### src/rtl/bist_response_analyzer_pkg.sv
// bist_response_analyzer_pkg: BIST state encodings, default run length and polynomial shared with the controller.
package bist_response_analyzer_pkg;

    typedef enum logic [2:0] {
        IDLE     = 3'd0,
        SEEDED   = 3'd1,
        COMPRESS = 3'd2,
        CHECK    = 3'd3,
        DONE     = 3'd4
    } bist_state_e;

    localparam int          NCLOCK_DEFAULT = 650;
    localparam logic [15:0] POLY_DEFAULT   = 16'h8016;

    function automatic logic [15:0] sat_inc(input logic [15:0] v);
        return (v == 16'hFFFF) ? v : v + 16'd1;
    endfunction

endpackage

### src/rtl/bist_response_analyzer_misr.sv
// misr: multiple-input signature register, shift-left with POLY feedback folded with the parallel input.
module misr #(
    parameter int               WIDTH = 16,
    parameter logic [WIDTH-1:0] POLY  = '0,
    parameter logic [WIDTH-1:0] SEED  = '0
) (
    input  logic             clk,
    input  logic             reset,
    input  logic             load,
    input  logic             enable,
    input  logic [WIDTH-1:0] data_in,
    output logic [WIDTH-1:0] sig
);

    logic [WIDTH-1:0] sig_q, sig_d;

    always_comb begin
        sig_d = load   ? SEED :
                enable ? ({sig_q[WIDTH-2:0], 1'b0} ^ (sig_q[WIDTH-1] ? POLY : '0) ^ data_in) :
                         sig_q;
    end

    always_ff @(posedge clk or posedge reset) begin
        if (reset) sig_q <= SEED;
        else       sig_q <= sig_d;
    end

    assign sig = sig_q;

endmodule

### src/rtl/bist_response_analyzer.sv
// bist_response_analyzer: compresses CUT responses into a MISR during a BIST run and
// grades signature, run length and toggle count at finish.
module bist_response_analyzer
    import bist_response_analyzer_pkg::*;
#(
    parameter int               WIDTH  = 16,
    parameter int               NCLOCK = NCLOCK_DEFAULT,
    parameter logic [WIDTH-1:0] POLY   = WIDTH'(POLY_DEFAULT),
    parameter logic [WIDTH-1:0] SEED   = '0,
    parameter logic [WIDTH-1:0] GOLDEN = '0
) (
    input  logic             clk,
    input  logic             reset,
    input  logic             init,
    input  logic             running,
    input  logic             toggle,
    input  logic             finish,
    input  logic [WIDTH-1:0] cut_out,
    output logic [WIDTH-1:0] signature,
    output logic [15:0]      run_count,
    output logic             done,
    output logic             pass,
    output logic             fail,
    output logic             proto_err
);

    localparam logic [15:0] EXP_RUNS    = 16'(NCLOCK + 1);
    localparam logic [15:0] EXP_TOGGLES = 16'((NCLOCK + 1) / 2);

    bist_state_e state_q, state_d;
    logic [15:0] run_count_q, run_count_d;
    logic [15:0] tog_q, tog_d;
    logic        done_q, done_d, pass_q, pass_d, fail_q, fail_d;
    logic        proto_err_q, proto_err_d;
    logic        load, step, active, match;

    assign active = (state_q == SEEDED) || (state_q == COMPRESS);
    assign load   = init;
    assign step   = !init && active && running;

    // A saturated counter can never equal its expected value, but is excluded explicitly for robustness.
    assign match = (signature == GOLDEN) && (run_count_q == EXP_RUNS) && (tog_q == EXP_TOGGLES) &&
                   (run_count_q != 16'hFFFF) && (tog_q != 16'hFFFF);

    misr #(.WIDTH(WIDTH), .POLY(POLY), .SEED(SEED)) u_misr (
        .clk     (clk),
        .reset   (reset),
        .load    (load),
        .enable  (step),
        .data_in (cut_out),
        .sig     (signature)
    );

    always_ff @(posedge clk or posedge reset) begin
        if (reset) state_q <= IDLE;
        else       state_q <= state_d;
    end

    always_comb begin
        state_d = state_q;
        if (init)
            state_d = SEEDED;
        else
            case (state_q)
                SEEDED, COMPRESS: state_d = finish ? CHECK : (running ? COMPRESS : state_q);
                CHECK:            state_d = DONE;
                IDLE, DONE:       state_d = state_q;
                default:          state_d = IDLE;
            endcase
    end

    // Verdict is graded from the values held in DONE, so done rises two edges after finish.
    always_comb begin
        run_count_d = step ? sat_inc(run_count_q) : run_count_q;
        tog_d       = (step && toggle) ? sat_inc(tog_q) : tog_q;
        done_d      = (state_q == DONE);
        pass_d      = (state_q == DONE) && match;
        fail_d      = (state_q == DONE) && !match;
        proto_err_d = proto_err_q ||
                      (!init && (((state_q == IDLE) && (running || finish)) || ((state_q == DONE) && finish)));
        if (init) begin
            run_count_d = '0;
            tog_d       = '0;
            done_d      = 1'b0;
            pass_d      = 1'b0;
            fail_d      = 1'b0;
        end
    end

    always_ff @(posedge clk or posedge reset) begin
        if (reset) begin
            run_count_q <= '0;
            tog_q       <= '0;
            done_q      <= 1'b0;
            pass_q      <= 1'b0;
            fail_q      <= 1'b0;
            proto_err_q <= 1'b0;
        end else begin
            run_count_q <= run_count_d;
            tog_q       <= tog_d;
            done_q      <= done_d;
            pass_q      <= pass_d;
            fail_q      <= fail_d;
            proto_err_q <= proto_err_d;
        end
    end

    assign run_count = run_count_q;
    assign done      = done_q;
    assign pass      = pass_q;
    assign fail      = fail_q;
    assign proto_err = proto_err_q;

endmodule

### config.mk
export PLATFORM = sky130hd
export DESIGN_NAME = bist_response_analyzer
export DESIGN_NICKNAME = d
export VERILOG_FILES = /design/src/rtl/bist_response_analyzer_pkg.sv /design/src/rtl/bist_response_analyzer_misr.sv /design/src/rtl/bist_response_analyzer.sv
export SDC_FILE = /design/constraint.sdc
export NUM_CORES = 1
export LEC_CHECK = 0
export CAP_MARGIN = 20
export CORE_MARGIN = 8
export CORE_UTILIZATION = 45
export CTS_CLUSTER_DIAMETER = 150
export DETAILED_ROUTE_END_ITERATION = 6
export HOLD_SLACK_MARGIN = 0.06
export PLACE_DENSITY = 0.69
export SLEW_MARGIN = 5
export SYNTH_ARGS = -nofsm -noshare
export SYNTH_HDL_FRONTEND = slang
export SYNTH_HIERARCHICAL = 1
export SYNTH_SLANG_ARGS = --single-unit
### constraint.sdc
create_clock -name clk -period 5 [get_ports clk]
set_input_delay 1.25 -clock clk [delete_from_list [all_inputs] [get_ports clk]]
set_output_delay 1.25 -clock clk [all_outputs]
set_load 0.005 [all_outputs]
# Yosys cells after proc, flatten, opt, wreduce, memory -nomap -nowiden
# Cells that the tools add are included.
# Widths: inputs -> output; s select.
[word_totals] ram_bits=0 register_bits=55 word_cells=69 mem_bits_ro=0 latch_bits=0 in_bits=22 output_inout_bits=36 n_memories=0
[classes] n_mux=16 div_mod_pow=0 multipliers=0 bitwise=2 n_eq_ne=14 reduce_logical=27 magnitude_cmp=0 add_sub_neg=2 n_shift=0
[ops] op="$mux 16" n=9
[ops] op="$add 16x1->16 const B" n=2
[ops] op="$eq 16x16->1 const B" n=2
[ops] op="$ne 16x16->1 const B" n=2
[ops] op="$xor 16x16->16" n=2
[ops] op="$eq 16x10->1 const B" n=1
[ops] op="$eq 16x9->1 const B" n=1
[ops] op="$logic_not 16->1" n=1
[ops] op="$logic_and 1x1->1" n=12
[ops] op="$mux 3" n=3
[ops] op="$pmux 3 s3" n=1
[ops] op="$eq 3x2->1 const B" n=2
[ops] op="$ne 2x2->1 const B" n=3
[ops] op="$reduce_and 2->1" n=3
[ops] op="$logic_or 1x1->1" n=4
[ops] op="$ne 4x4->1 const B" n=1
[ops] op="$reduce_bool 2->1" n=2
[ops] op="$reduce_or 2->1" n=2
[ops] op="$eq 3x1->1 const B" n=1
[ops] op="$eq 3x3->1 const B" n=1
[ops] op="$logic_not 3->1" n=1
[ops] op="$mux 1" n=3
[ops] op="$logic_not 1->1" n=2

# Longest topological paths before layout
[depth] depth_word=8 ltp_mapped=8 mapped_depth_nobuf=6

# Cells and area by module
# Netlist, hierarchy kept.
[by_module_without_submodules] mod="bist_response_analyzer" seq_area_each_um2=975.9 instances=1 area_per_inst_um2=2332.2 cells_per_inst=250
[by_module_without_submodules] mod="misr" seq_area_each_um2=400.4 instances=1 area_per_inst_um2=825.8 cells_per_inst=72

# Least setup slack after synthesis
# Ideal clock, no wire load.
[synth_timing] path_type="input port to flip-flop" startpoint="in init" endpoint="reg u_misr.sig_q[9] (netlist: u_misr/sig[9])" path_stages=8 arrival_time_ns=2.570 path_buffers=3 required_time_ns=4.906 setup_time_ns=0.094 slack_ns=2.337 cell_sequence="nor3b_2 nand2_1 clkbuf_1 inv_1 buf_4 buf_4 nor2_1 a211oi_1"
[synth_via] elab_chain_len=4 word_cells_on_any_way=5 cone_classes="1 x mux; 4 x reduce/logical"
[synth_rtl] item="start: declaration" line="bist_response_analyzer.sv:14" rtl="input logic init,"
[synth_rtl] item="$logic_not 1->1" line="bist_response_analyzer.sv:39" rtl="assign step = !init && active && running;"
[synth_rtl] item="$logic_and 1x1->1 (2 in series)" line="bist_response_analyzer.sv:39"
[synth_rtl] item="net step" line="bist_response_analyzer.sv:35" rtl="logic load, step, active, match;"
[synth_rtl] item="$reduce_bool 2->1 (no line)"
[synth_rtl] item="end signal: assignment" line="bist_response_analyzer_misr.sv:25" rtl="else sig_q <= sig_d;"
[synth_rtl] item="end: declaration" line="bist_response_analyzer_misr.sv:15" rtl="logic [WIDTH-1:0] sig_q, sig_d;"
# The timed path passes the listed nets, and every way through them passes these cells.
# A chain may end at the register's enable or synchronous reset.

# Worst setup path in the final report
[layout_timing] startpoint="in running" endpoint="reg u_misr.sig_q[15] (netlist: u_misr/sig[15])"
[layout_via] elab_chain_len=2
[layout_rtl] item="start: declaration" line="bist_response_analyzer.sv:15" rtl="input logic running,"
[layout_rtl] item="$logic_and 1x1->1" line="bist_response_analyzer.sv:39"
[layout_rtl] item="net step" line="bist_response_analyzer.sv:35"
[layout_rtl] item="$reduce_bool 2->1 (no line)"
# The timed path passes the listed nets, and every way through them passes these cells.

==> impl_metrics.yaml <==
timing:
  worst_slack_ns: 1.64
  min_period_over_period_pct: 67.2
  hold_violations: 0
  fin_tns_setup_ns: 0
  holdWs_ns: 0.478
  setup-violations-final: 0
  max-slew-margin-rel_pct: 36.9
  worst_pin_slew_ns: 0.945
  max_freq_mhz: 297
  clock_skew_ns: 0.00482
  grt_setup_unrepaired: "no"
  maxSlewViolCount: 0
  period_needed_ns: 3.36
placed_design:
  dp_hpwl_mm: 5.85
  dp.cells: 464
  dp_slack_ns: 1.33
  gp_congestion: 0.800
  io_buffers: 57
grt:
  antenna_found_initial: 0
  grt_max_degree: 38
  first_global_vias: 2614
  overflow: 0
  grtUsageTotal_pct: 16.2
  grt_pass1_wl_mm: 13.3
cts:
  cts.sinks: 55
  ctsResizeCount: 0
  htree_levels: 2
  cts_hold_buffers: 0
  cts_root_buf: "clkbuf_8"
  cts_tree: "built"
  cts_max_path_buffers: 2
  worstSkewPairLatency_ns: 0.30
  cts_inserted_buffers: 5
  post_cts_buffers: 0
  clkSlewWorstSetupHoldPaths_ns: 0.09
yosys:
  async_reset_ff_share_pct: 100
  post-synth-top-area-cell: "dfrtp_1"
  synth_top_flop_cell: "dfrtp_1"
  ys_ff_latch: 55
  synth_top_area_share_pct: 43.6
  syn_area_per_cell_um2: 9.81
  ys_types: 56
  synthCells: 322
  syn-cell-area_um2: 3160
  syn_nets: 347
  yosys-top-cells-area: "dfrtp_1 (44%), a211oi_1 (3.1%), xnor2_1 (3.1%)"
  synth_edf_count: 0
  yosysWarnings: 6
  ys_seq_area_share_pct: 43.6
pwr:
  power_density_nw_per_um2: 230
  p_total_uw: 895
  pwr-share-clk_pct: 25.6
  ir_drop_mv: 0.134
  switchingPower_uw: 246
  p_comb_share_pct: 19.4
  p_seq_share_pct: 55.0
  switching_share_pct: 27.4
  power_leakage_uw: 0.00145
  internal-power_uw: 649
detailed_routing:
  vias_per_cell: 5.98
  drc: 0
  num_vias: 2809
  wirelength_mm: 8.14
  drt_iter0_drc: 152
  routedWlPerCell_um: 17.3
  final_antenna_net_count: 0
  drt_pre_antenna_iters: 4
floorplan:
  core-area_um2: 6790
  std_cell_rows: 30
  die_h_um: 99.8
  pin_count: 58
  die_area_um2: 9950
  initial_utilization_pct: 46.5
  die_w_um: 99.8
critical_path:
  crit_family: "buffers and inverters"
  cp_cell_sequence: "clkdlybuf4s50_1 > nor3b_2 > buf_4 > nand2_1 > inv_1 > a21oi_1 > a31o_2"
  cpPeakStageDelay_ns: 0.82
  crit_type: "input port to register"
  cp.arrival_ns: 3.56
  critPathBufInv: 3
  start_kind: "input port"
  critPathCaptureType: "register"
  worst_path_max_delay_cell: "inv_1"
  path_max_fanout: 30
  critical_path_required_ns: 5.20
final_layout:
  drive_above_1_share_pct: 6.15
  instances_no_fill: 470
  nFillCells: 602
  antenna-diode-count: 0
  syn_to_final_growth_pct: 23.3
  fin_nets: 400
min_path:
  hold_path.class: "register to register"
flow_run:
  cap_violations: 0
outcome:
  outcome: "finished, final reports clean"
## cell type report
class,instances,area (um2),share of cell area [%]
multi-input combinational,239,1650,42.4
timing repair buffer,62,628,16.1
inverter,12,45.0,1.16
tap,96,120,3.08
sequential,55,1380,35.3
clock buffer,6,72.6,1.86
## cell usage after synthesis, types with 10 or more instances
| library cell | instances |
|---|---|
| inv_1 | 11 |
| nand3_1 | 15 |
| a21oi_1 | 14 |
| or4_1 | 11 |
| dfrtp_1 | 55 |
| xnor2_1 | 11 |
| nor4_1 | 13 |
| nand4_1 | 10 |
| nor3_1 | 13 |
| nor2_1 | 24 |
| a211oi_1 | 13 |
| nand2_1 | 19 |
## sequential cells by signal, indices dropped and copies added, names as in the netlist
signal,cells
state_q,3
proto_err,1
done,1
fail,1
tog_q,16
run_count,16
pass,1
u_misr/sig,16
## per-stage QoR
| stage | utilization [%] | cell area (um2) |
|---|---|---|
| 2_1_floorplan | - | 3160 |
| 3_3_place_gp | 55.8 | 3790 |
| 3_5_place_dp | 56.2 | 3820 |
| 4_1_cts | 57.3 | 3890 |
| 5_1_grt | 57.3 | 3890 |
| 6_report | 57.3 | 3890 |
## path summary, 6_finish.rpt
| path | slack, ns | from | endpoint | depth (start not counted) |
|---|---|---|---|---|
| worst min register to register | 0.48 | proto_err$_DFF_PP0_ | proto_err$_DFF_PP0_ | 1 |
| max in group asynchronous | 3.12 | reset | run_count[13]$_DFFE_PP0P_ | 3 |
| worst max register to register | 2.46 | state_q[1]$_DFFE_PP0P_ | u_misr/sig[15]$_DFFE_PP0P_ | 5 |
| worst min-delay path | 0.48 | proto_err$_DFF_PP0_ | proto_err$_DFF_PP0_ | 1 |
| worst max-delay path | 1.64 | running | u_misr/sig[15]$_DFFE_PP0P_ | 7 |
| min in group asynchronous | 1.32 | reset | tog_q[3]$_DFFE_PP0P_ | 2 |
## kinds of logic after synthesis
logic type      Yosys count  synth area share, %
simple gates            141                 25.8
fa+ha+maj                 3                 1.19
buf+inv                  28                 4.12
xor+xnor                 17                 6.38
flops                    55                 43.6
mux                       8                 2.65
compound gates           70                 16.3
## metal layers
layer | vias up | track usage, % | part of all wire, %
met3 | 8 | 3.04 | 5.1
met4 | 0 | 5.24 | 1.1
li1 | 1346 | - | -
met1 | 1374 | 21.7 | 46
met2 | 81 | 25.8 | 47
met5 | - | 0 | 0
## power groups by stage
| stage | combinational (uW) | sequential [uW] | clock [uW] |
|---|---|---|---|
| 2_1_floorplan | 103 | 496 | 0 |
| 3_3_place_gp | 169 | 500 | 0 |
| 3_5_place_dp | 175 | 501 | 0 |
| 4_1_cts | 176 | 492 | 235 |
| 5_1_grt | 191 | 497 | 252 |
| 6_report | 174 | 492 | 229 |
## worst reg2reg max path: stages, from the launching register on
cell,delay (ns)
dfrtp_1,0.47
xor2_2,0.38
nand2_1,0.39
inv_1,0.82
a21oi_1,0.14
a31o_2,0.25
## placed cells by master, fill, tap and decap left out, types with 2 or more instances in the layout
cell type / Yosys / layout
a211oi_1: 13 / 13
a21oi_1: 14 / 14
a221o_1: 7 / 7
a31o_2: 2 / 2
and2_1: 3 / 3
and3_1: 2 / 2
and4_1: 6 / 6
buf_4: 3 / 4
clkbuf_8: 0 / 5
clkdlybuf4s50_1: 0 / 57
dfrtp_1: 55 / 55
ha_1: 3 / 3
inv_1: 11 / 11
mux2_2: 3 / 3
mux2i_1: 5 / 5
nand2_1: 19 / 19
nand2b_1: 2 / 2
nand3_1: 15 / 15
nand4_1: 10 / 10
nor2_1: 24 / 24
nor2b_1: 4 / 4
nor3_1: 13 / 13
nor4_1: 13 / 13
nor4b_1: 4 / 4
o211ai_1: 2 / 2
o21ai_0: 7 / 7
o311ai_0: 5 / 5
o31ai_1: 7 / 7
o41ai_1: 7 / 7
or3_1: 3 / 3
or4_1: 11 / 11
xnor2_1: 11 / 11
xor2_1: 2 / 2
xor3_1: 3 / 3
Note: power is estimated with default switching activity, not from simulation.
